===== src/rtl/cla_pkg.sv =====
// Shared definitions for the CLA long-add sequencer.
//   cla_state_e : sequencer states (idle, p/g/h capture, prefix levels, result hold)
//   CLA_W       : default operand width
//   clog2       : ceiling log2, used to derive the number of prefix levels
package cla_pkg;

    typedef enum logic [1:0] {
        S_IDLE   = 2'd0,
        S_PG     = 2'd1,
        S_PREFIX = 2'd2,
        S_DONE   = 2'd3
    } cla_state_e;

    localparam int CLA_W = 31;

    function automatic int clog2(input int n);
        int r;
        int v;
        r = 0;
        v = n - 1;
        while (v > 0) begin
            r = r + 1;
            v = v >>> 1;
        end
        return r;
    endfunction

endpackage


===== src/rtl/cla_pg_stage.sv =====
// Per-bit propagate / generate / half-sum terms of the CLA datapath.
// Purely combinational.
//   a, b : operands (W bits)
//   p    : a | b   (propagate)
//   g    : a & b   (generate)
//   h    : a ^ b   (half sum)
module cla_pg_stage
    import cla_pkg::*;
#(
    parameter int W = CLA_W
) (
    input  logic [W-1:0] a,
    input  logic [W-1:0] b,
    output logic [W-1:0] p,
    output logic [W-1:0] g,
    output logic [W-1:0] h
);

    assign p = a | b;
    assign g = a & b;
    assign h = a ^ b;

endmodule


===== src/rtl/cla_add_sequencer.sv =====
// Multi-cycle long adder: captures an operand pair on a valid/ready handshake,
// forms p/g/h, resolves carries with a Kogge-Stone prefix one level per cycle,
// and presents sum/cout on a valid/ready handshake held under backpressure.
//
// Optional feature macro CLA_SEQ_SUB_EN adds a subtract mode (port sub) and a
// signed-overflow flag (port ovf).
//
// Ports:
//   clk, rst_n          : clock, synchronous active-low reset
//   in_valid / in_ready : operand handshake (ready only in IDLE, low in reset)
//   a, b, cin           : operands and carry in
//   sub (optional)      : 1 = compute a - b
//   out_valid/out_ready : result handshake, result held until accepted
//   sum, cout           : a + b + cin modulo 2^W and carry out
//   ovf (optional)      : signed overflow of the operation
//   busy                : high whenever an operation is in flight
module cla_add_sequencer
    import cla_pkg::*;
#(
    parameter int W = CLA_W
) (
    input  logic         clk,
    input  logic         rst_n,
    input  logic         in_valid,
    output logic         in_ready,
    input  logic [W-1:0] a,
    input  logic [W-1:0] b,
    input  logic         cin,
`ifdef CLA_SEQ_SUB_EN
    input  logic         sub,
    output logic         ovf,
`endif
    output logic         out_valid,
    input  logic         out_ready,
    output logic [W-1:0] sum,
    output logic         cout,
    output logic         busy
);

    localparam int LVL   = clog2(W);
    localparam int CNT_W = clog2(LVL + 1);

    cla_state_e state_q, state_d;

    logic [W-1:0]     a_q, b_q;
    logic             cin_q;
    logic [W-1:0]     p_q, g_q, h_q;
    logic [CNT_W-1:0] cnt_q;

    logic [W-1:0]     pg_p, pg_g, pg_h;
    logic [W-1:0]     p_nxt, g_nxt;
    logic [W:0]       c;
    logic [W-1:0]     sum_nxt;
    logic             last_lvl;

    // Operand conditioning at capture: subtract is a + ~b + 1.
    logic [W-1:0]     b_in;
    logic             cin_in;
`ifdef CLA_SEQ_SUB_EN
    assign b_in   = sub ? ~b : b;
    assign cin_in = sub | cin;
`else
    assign b_in   = b;
    assign cin_in = cin;
`endif

    cla_pg_stage #(.W(W)) u_pg (
        .a (a_q),
        .b (b_q),
        .p (pg_p),
        .g (pg_g),
        .h (pg_h)
    );

    assign last_lvl  = (cnt_q == CNT_W'(LVL - 1));
    assign in_ready  = rst_n && (state_q == S_IDLE);
    assign out_valid = (state_q == S_DONE);
    assign busy      = (state_q != S_IDLE);

    // One Kogge-Stone level selected by cnt_q; bits below the span pass through.
    always_comb begin
        g_nxt = g_q;
        p_nxt = p_q;
        for (int k = 0; k < LVL; k++) begin
            if (cnt_q == CNT_W'(k)) begin
                for (int i = (1 << k); i < W; i++) begin
                    g_nxt[i] = g_q[i] | (p_q[i] & g_q[i - (1 << k)]);
                    p_nxt[i] = p_q[i] & p_q[i - (1 << k)];
                end
            end
        end
    end

    // After the last level G/P are group terms over [i:0], so every carry
    // needs only cin; sum is taken from the level being written this edge.
    always_comb begin
        c    = '0;
        c[0] = cin_q;
        for (int i = 0; i < W; i++) begin
            c[i+1] = g_nxt[i] | (p_nxt[i] & cin_q);
        end
        sum_nxt = h_q ^ c[W-1:0];
    end

    always_comb begin
        state_d = state_q;
        case (state_q)
            S_IDLE:   if (in_valid) state_d = S_PG;
            S_PG:     state_d = S_PREFIX;
            S_PREFIX: if (last_lvl) state_d = S_DONE;
            S_DONE:   if (out_ready) state_d = S_IDLE;
            default:  state_d = S_IDLE;
        endcase
    end

    always_ff @(posedge clk) begin
        if (!rst_n) begin
            state_q <= S_IDLE;
            a_q     <= '0;
            b_q     <= '0;
            cin_q   <= 1'b0;
            p_q     <= '0;
            g_q     <= '0;
            h_q     <= '0;
            cnt_q   <= '0;
            sum     <= '0;
            cout    <= 1'b0;
`ifdef CLA_SEQ_SUB_EN
            ovf     <= 1'b0;
`endif
        end else begin
            state_q <= state_d;
            case (state_q)
                S_IDLE: begin
                    if (in_valid) begin
                        a_q   <= a;
                        b_q   <= b_in;
                        cin_q <= cin_in;
                    end
                end
                S_PG: begin
                    p_q   <= pg_p;
                    g_q   <= pg_g;
                    h_q   <= pg_h;
                    cnt_q <= '0;
                end
                S_PREFIX: begin
                    p_q   <= p_nxt;
                    g_q   <= g_nxt;
                    cnt_q <= cnt_q + CNT_W'(1);
                    if (last_lvl) begin
                        sum  <= sum_nxt;
                        cout <= c[W];
`ifdef CLA_SEQ_SUB_EN
                        // b_q already holds the effective (possibly inverted) operand.
                        ovf  <= (a_q[W-1] == b_q[W-1]) && (sum_nxt[W-1] != a_q[W-1]);
`endif
                    end
                end
                default: ;
            endcase
        end
    end

endmodule


===== config.mk =====
export PLATFORM = sky130hd
export DESIGN_NAME = cla_add_sequencer
export DESIGN_NICKNAME = d
export VERILOG_FILES = /design/src/rtl/cla_pkg.sv /design/src/rtl/cla_pg_stage.sv /design/src/rtl/cla_add_sequencer.sv
export SDC_FILE = /design/constraint.sdc
export NUM_CORES = 1
export LEC_CHECK = 0
export CAP_MARGIN = 15
export CORE_MARGIN = 8
export CORE_UTILIZATION = 60
export CTS_CLUSTER_DIAMETER = 120
export DETAILED_ROUTE_END_ITERATION = 6
export DONT_BUFFER_PORTS = 1
export GPL_ROUTABILITY_DRIVEN = 0
export PLACE_DENSITY = 0.87
export REMOVE_ABC_BUFFERS = 1
export SLEW_MARGIN = 20
export SYNTH_ARGS = -nofsm -noshare
export SYNTH_HDL_FRONTEND = slang
export SYNTH_HIERARCHICAL = 1
export SYNTH_SLANG_ARGS = --single-unit

===== constraint.sdc =====
create_clock -name clk -period 6.92 [get_ports clk]
set_input_delay 1.038 -clock clk [delete_from_list [all_inputs] [get_ports clk]]
set_output_delay 1.038 -clock clk [all_outputs]
set_load 0.05 [all_outputs]

==> results by group <==
Outcome
  • Status: complete, no violations

Critical path
  • Worst setup SP type: flip-flop
  • Buffers plus inverters on the worst setup path: 3
  • CP max FO: 72
  • Kind of critical path: reg -> reg
  • Slowest stage delay, CP: 0.85 ns
  • CP required: 7.25 ns
  • Slowest CP cell: nand2_1
  • Crit-path cells: inv_1 -> ha_2 -> buf_4 -> clkinv_1 -> nand2_1 -> nor2_1 -> a32o_1
  • Delay-heaviest family, CP: buffers and inverters
  • WP data arrival: ~4 ns
  • Critical path capture point type: flip-flop

STA
  • Max Slew Vio Count: 0
  • Final setup violation count: 0
  • RSZ-0062 raised after global routing: false
  • Post-route setup TNS: 0 ns
  • Final period utilization: 53.2%
  • Final min period: 3.68 ns
  • Max Clock Skew: 0.00796 ns
  • Max-slew headroom: 34.3%
  • Final hold vios: 0
  • Final worst setup slack: between 3 and 4 ns
  • Max Clk Rate: between 0.2 and 0.3 GHz
  • Worst hold margin: 0.460 ns
  • Slew at the pin closest to its max-slew limit: 0.985 ns

Placed design
  • Final HPWL DP: roughly 22000 µm
  • Cell Area, Placed: roughly 11000 µm²
  • Placed cell count: 1595
  • Placement Setup Slack: 3.44 ns
  • Port bufs: 0

Clocking
  • CTS Buf Count: 17
  • CTS sink cnt: 193
  • CTS Buffer Depth: 2
  • Hold_buf cts: 0
  • Clock root buffer: clkbuf_16
  • CTS H-Tree Depth: 4
  • Post-CTS sizing: 0
  • Post-CTS setup buffers: 0
  • CTS tree: built
  • Clk slew on worst S/H paths: 0.07 ns
  • Skew-Pair Late Insertion Delay: 0.45 ns

Yosys
  • Synth unique cells: 68
  • Yosys warnings: 6
  • Post-synthesis sequential area ratio: 33.9%
  • Syn Std Cell Area: about 11000 µm²
  • Number of synthesized flops with an enable pin: 0
  • Yosys reg bits: 193
  • Syn_area_per_cell: around 7.8 µm²
  • Ys flop type: dfxtp_1
  • Proportion of synthesized flip-flops having asynchronous set or reset: 0%
  • Post-Syn Instances: 1469

Die
  • Die area: 23600 µm²
  • Die Width: 154 µm
  • Starting Density: about three fifths
  • FP Rows: 50
  • Core area: 18600 µm²
  • Chip height: 154 µm
  • I/O pins: 102

Global route
  • First-pass GRT wire length: 54200 µm
  • GRT Total Usage: approximately 28%
  • Pin count of the biggest net entering global routing: between 70 and 80
  • Antenna violations before repair: 0
  • Vias in the first global route: 10370
  • Congestion Overflow GR: 0

Route
  • Routed wire length: 33700 µm
  • 1st-pass router iterations: 6
  • DRT iter0 DRCs: 1437
  • Drt wl/cell: 20.8 µm
  • Vias per std cell: around 6.7
  • Remaining DRCs: 0
  • Vias: between 10000 and 15000
  • Final ANT Viol Nets: 0

Layout
  • Fraction of layout cells with a size suffix above 1: 6.75%
  • Most frequent cells in the layout: nand2_1 (216), dfxtp_1 (193), a21oi_1 (161)
  • Final non-filler cell total: 1626
  • Post-layout nets: 1520
  • N_diodes: 0
  • Commonest non-fill, non-tap cell in the layout: nand2_1
  • Synth-to-layout area growth: 4.53%
  • Design area: 11900 µm²

Job
  • Max Cap Violations: 0

Pwr
  • Leak: 0.00464 µW
  • Worst vdd ir: 0.407 mV
  • PD cells: 374 nW/µm²

Hold path
  • Worst Hold Class: reg -> reg
-- routing by layer --
layer	global-route usage, %	routed length [µm]	part of all wire, %	up-vias
met1	34.8	13100	39	4969
li1	-	-	-	4924
met3	9.16	4430	13	162
met5	0	0	0	-
met4	15.1	1610	4.8	0
met2	42.5	14600	43	764
-- through the flow --
stage	utilization, %	total power [µW]
floorplan	-	2840
global placement	60.7	3320
detailed placement	60.8	3400
CTS	63.8	4380
global route	63.9	4690
finish	63.9	4450
-- report_power, final --
| part | internal, µW | switching, µW | leakage (µW) |
|---|---|---|---|
| Sequential | 1320 | 321 | 0.00157 |
| Clock | 535 | 439 | 0.000279 |
| Combinational | 683 | 1160 | 0.00279 |
-- layout make-up --
type                       instances  area (µm²)
timing repair buffer              17         128
inverter                         122         460
multi-input combinational       1029        6590
clock inverter                    11         131
fill                            1587        6740
tap                              234         293
sequential                       193        3860
clock buffer                      20         437
-- synth_stat cells (6+ instances only) --
library cell  number  area [µm²]
o211ai_1           9        67.6
nor3b_1           16         120
o221a_2           14         158
o21a_1             8        60.1
o21ai_0           84         420
dfxtp_1          193        3860
nor3_2             6        60.1
nor2b_1           21         131
a41oi_1            6        52.6
xnor2_1           12         105
buf_1             10        37.5
a221oi_1          30         263
nand2_1          217         815
clkbuf_1          90         338
nand3b_1          18         135
a31oi_1           14        87.6
a31o_2             6        52.6
mux2i_1           40         400
o221ai_1           9        78.8
nor3_1            12        60.1
inv_1            119         447
a311oi_1          10        87.6
o31ai_1           17         128
nor2_2             6        37.5
nand2b_1          25         156
a41oi_2            6        97.6
o22ai_1           10        62.6
buf_2             21         105
xor2_1             9        78.8
nand3_1            8        40.0
o31a_1             7        61.3
nand4b_1           6        52.6
a22oi_1            9        67.6
nor2_1            95         357
a21oi_1          161         806
ha_1              73         913
-- worst min-delay path, stage by stage, from the launching register on --
cell and delay, ns:
dfxtp_1 0.31, nand2_1 0.05, a21oi_1 0.05
-- worst paths after layout --
path | startpoint | endpoint | slack [ns] | cells past startpoint
hold reg to reg | cin_q | cin_q | 0.46 | 2
setup / recovery | state_q[0] | p_q[24] | 3.24 | 7
hold / removal | cin_q | cin_q | 0.46 | 2
setup reg to reg | state_q[0] | p_q[24] | 3.24 | 7
-- registers in the layout, indices dropped and copies added, names as in the netlist --
name     count
b_q         31
p_q         31
h_q         31
cout         1
state_q      2
cnt_q        3
sum         31
a_q         31
cin_q        1
g_q         31
-- cell families (layout without fill, tap and decap cells) --
kind of cell             count (synthesis)  in the layout  share of synthesized area [%]
XOR/XNOR                                21             21                           1.61
adder cells (fa/ha/maj)                 73             73                           8.02
buffers and inverters                  247            170                           8.55
multiplexers                            40             40                           3.52
AO/OA/AOI/OAI                          447            447                           26.0
AND/OR/NAND/NOR                        448            448                           18.4
flip-flops                             193            193                           33.9
(Power assumes the default switching activity.)
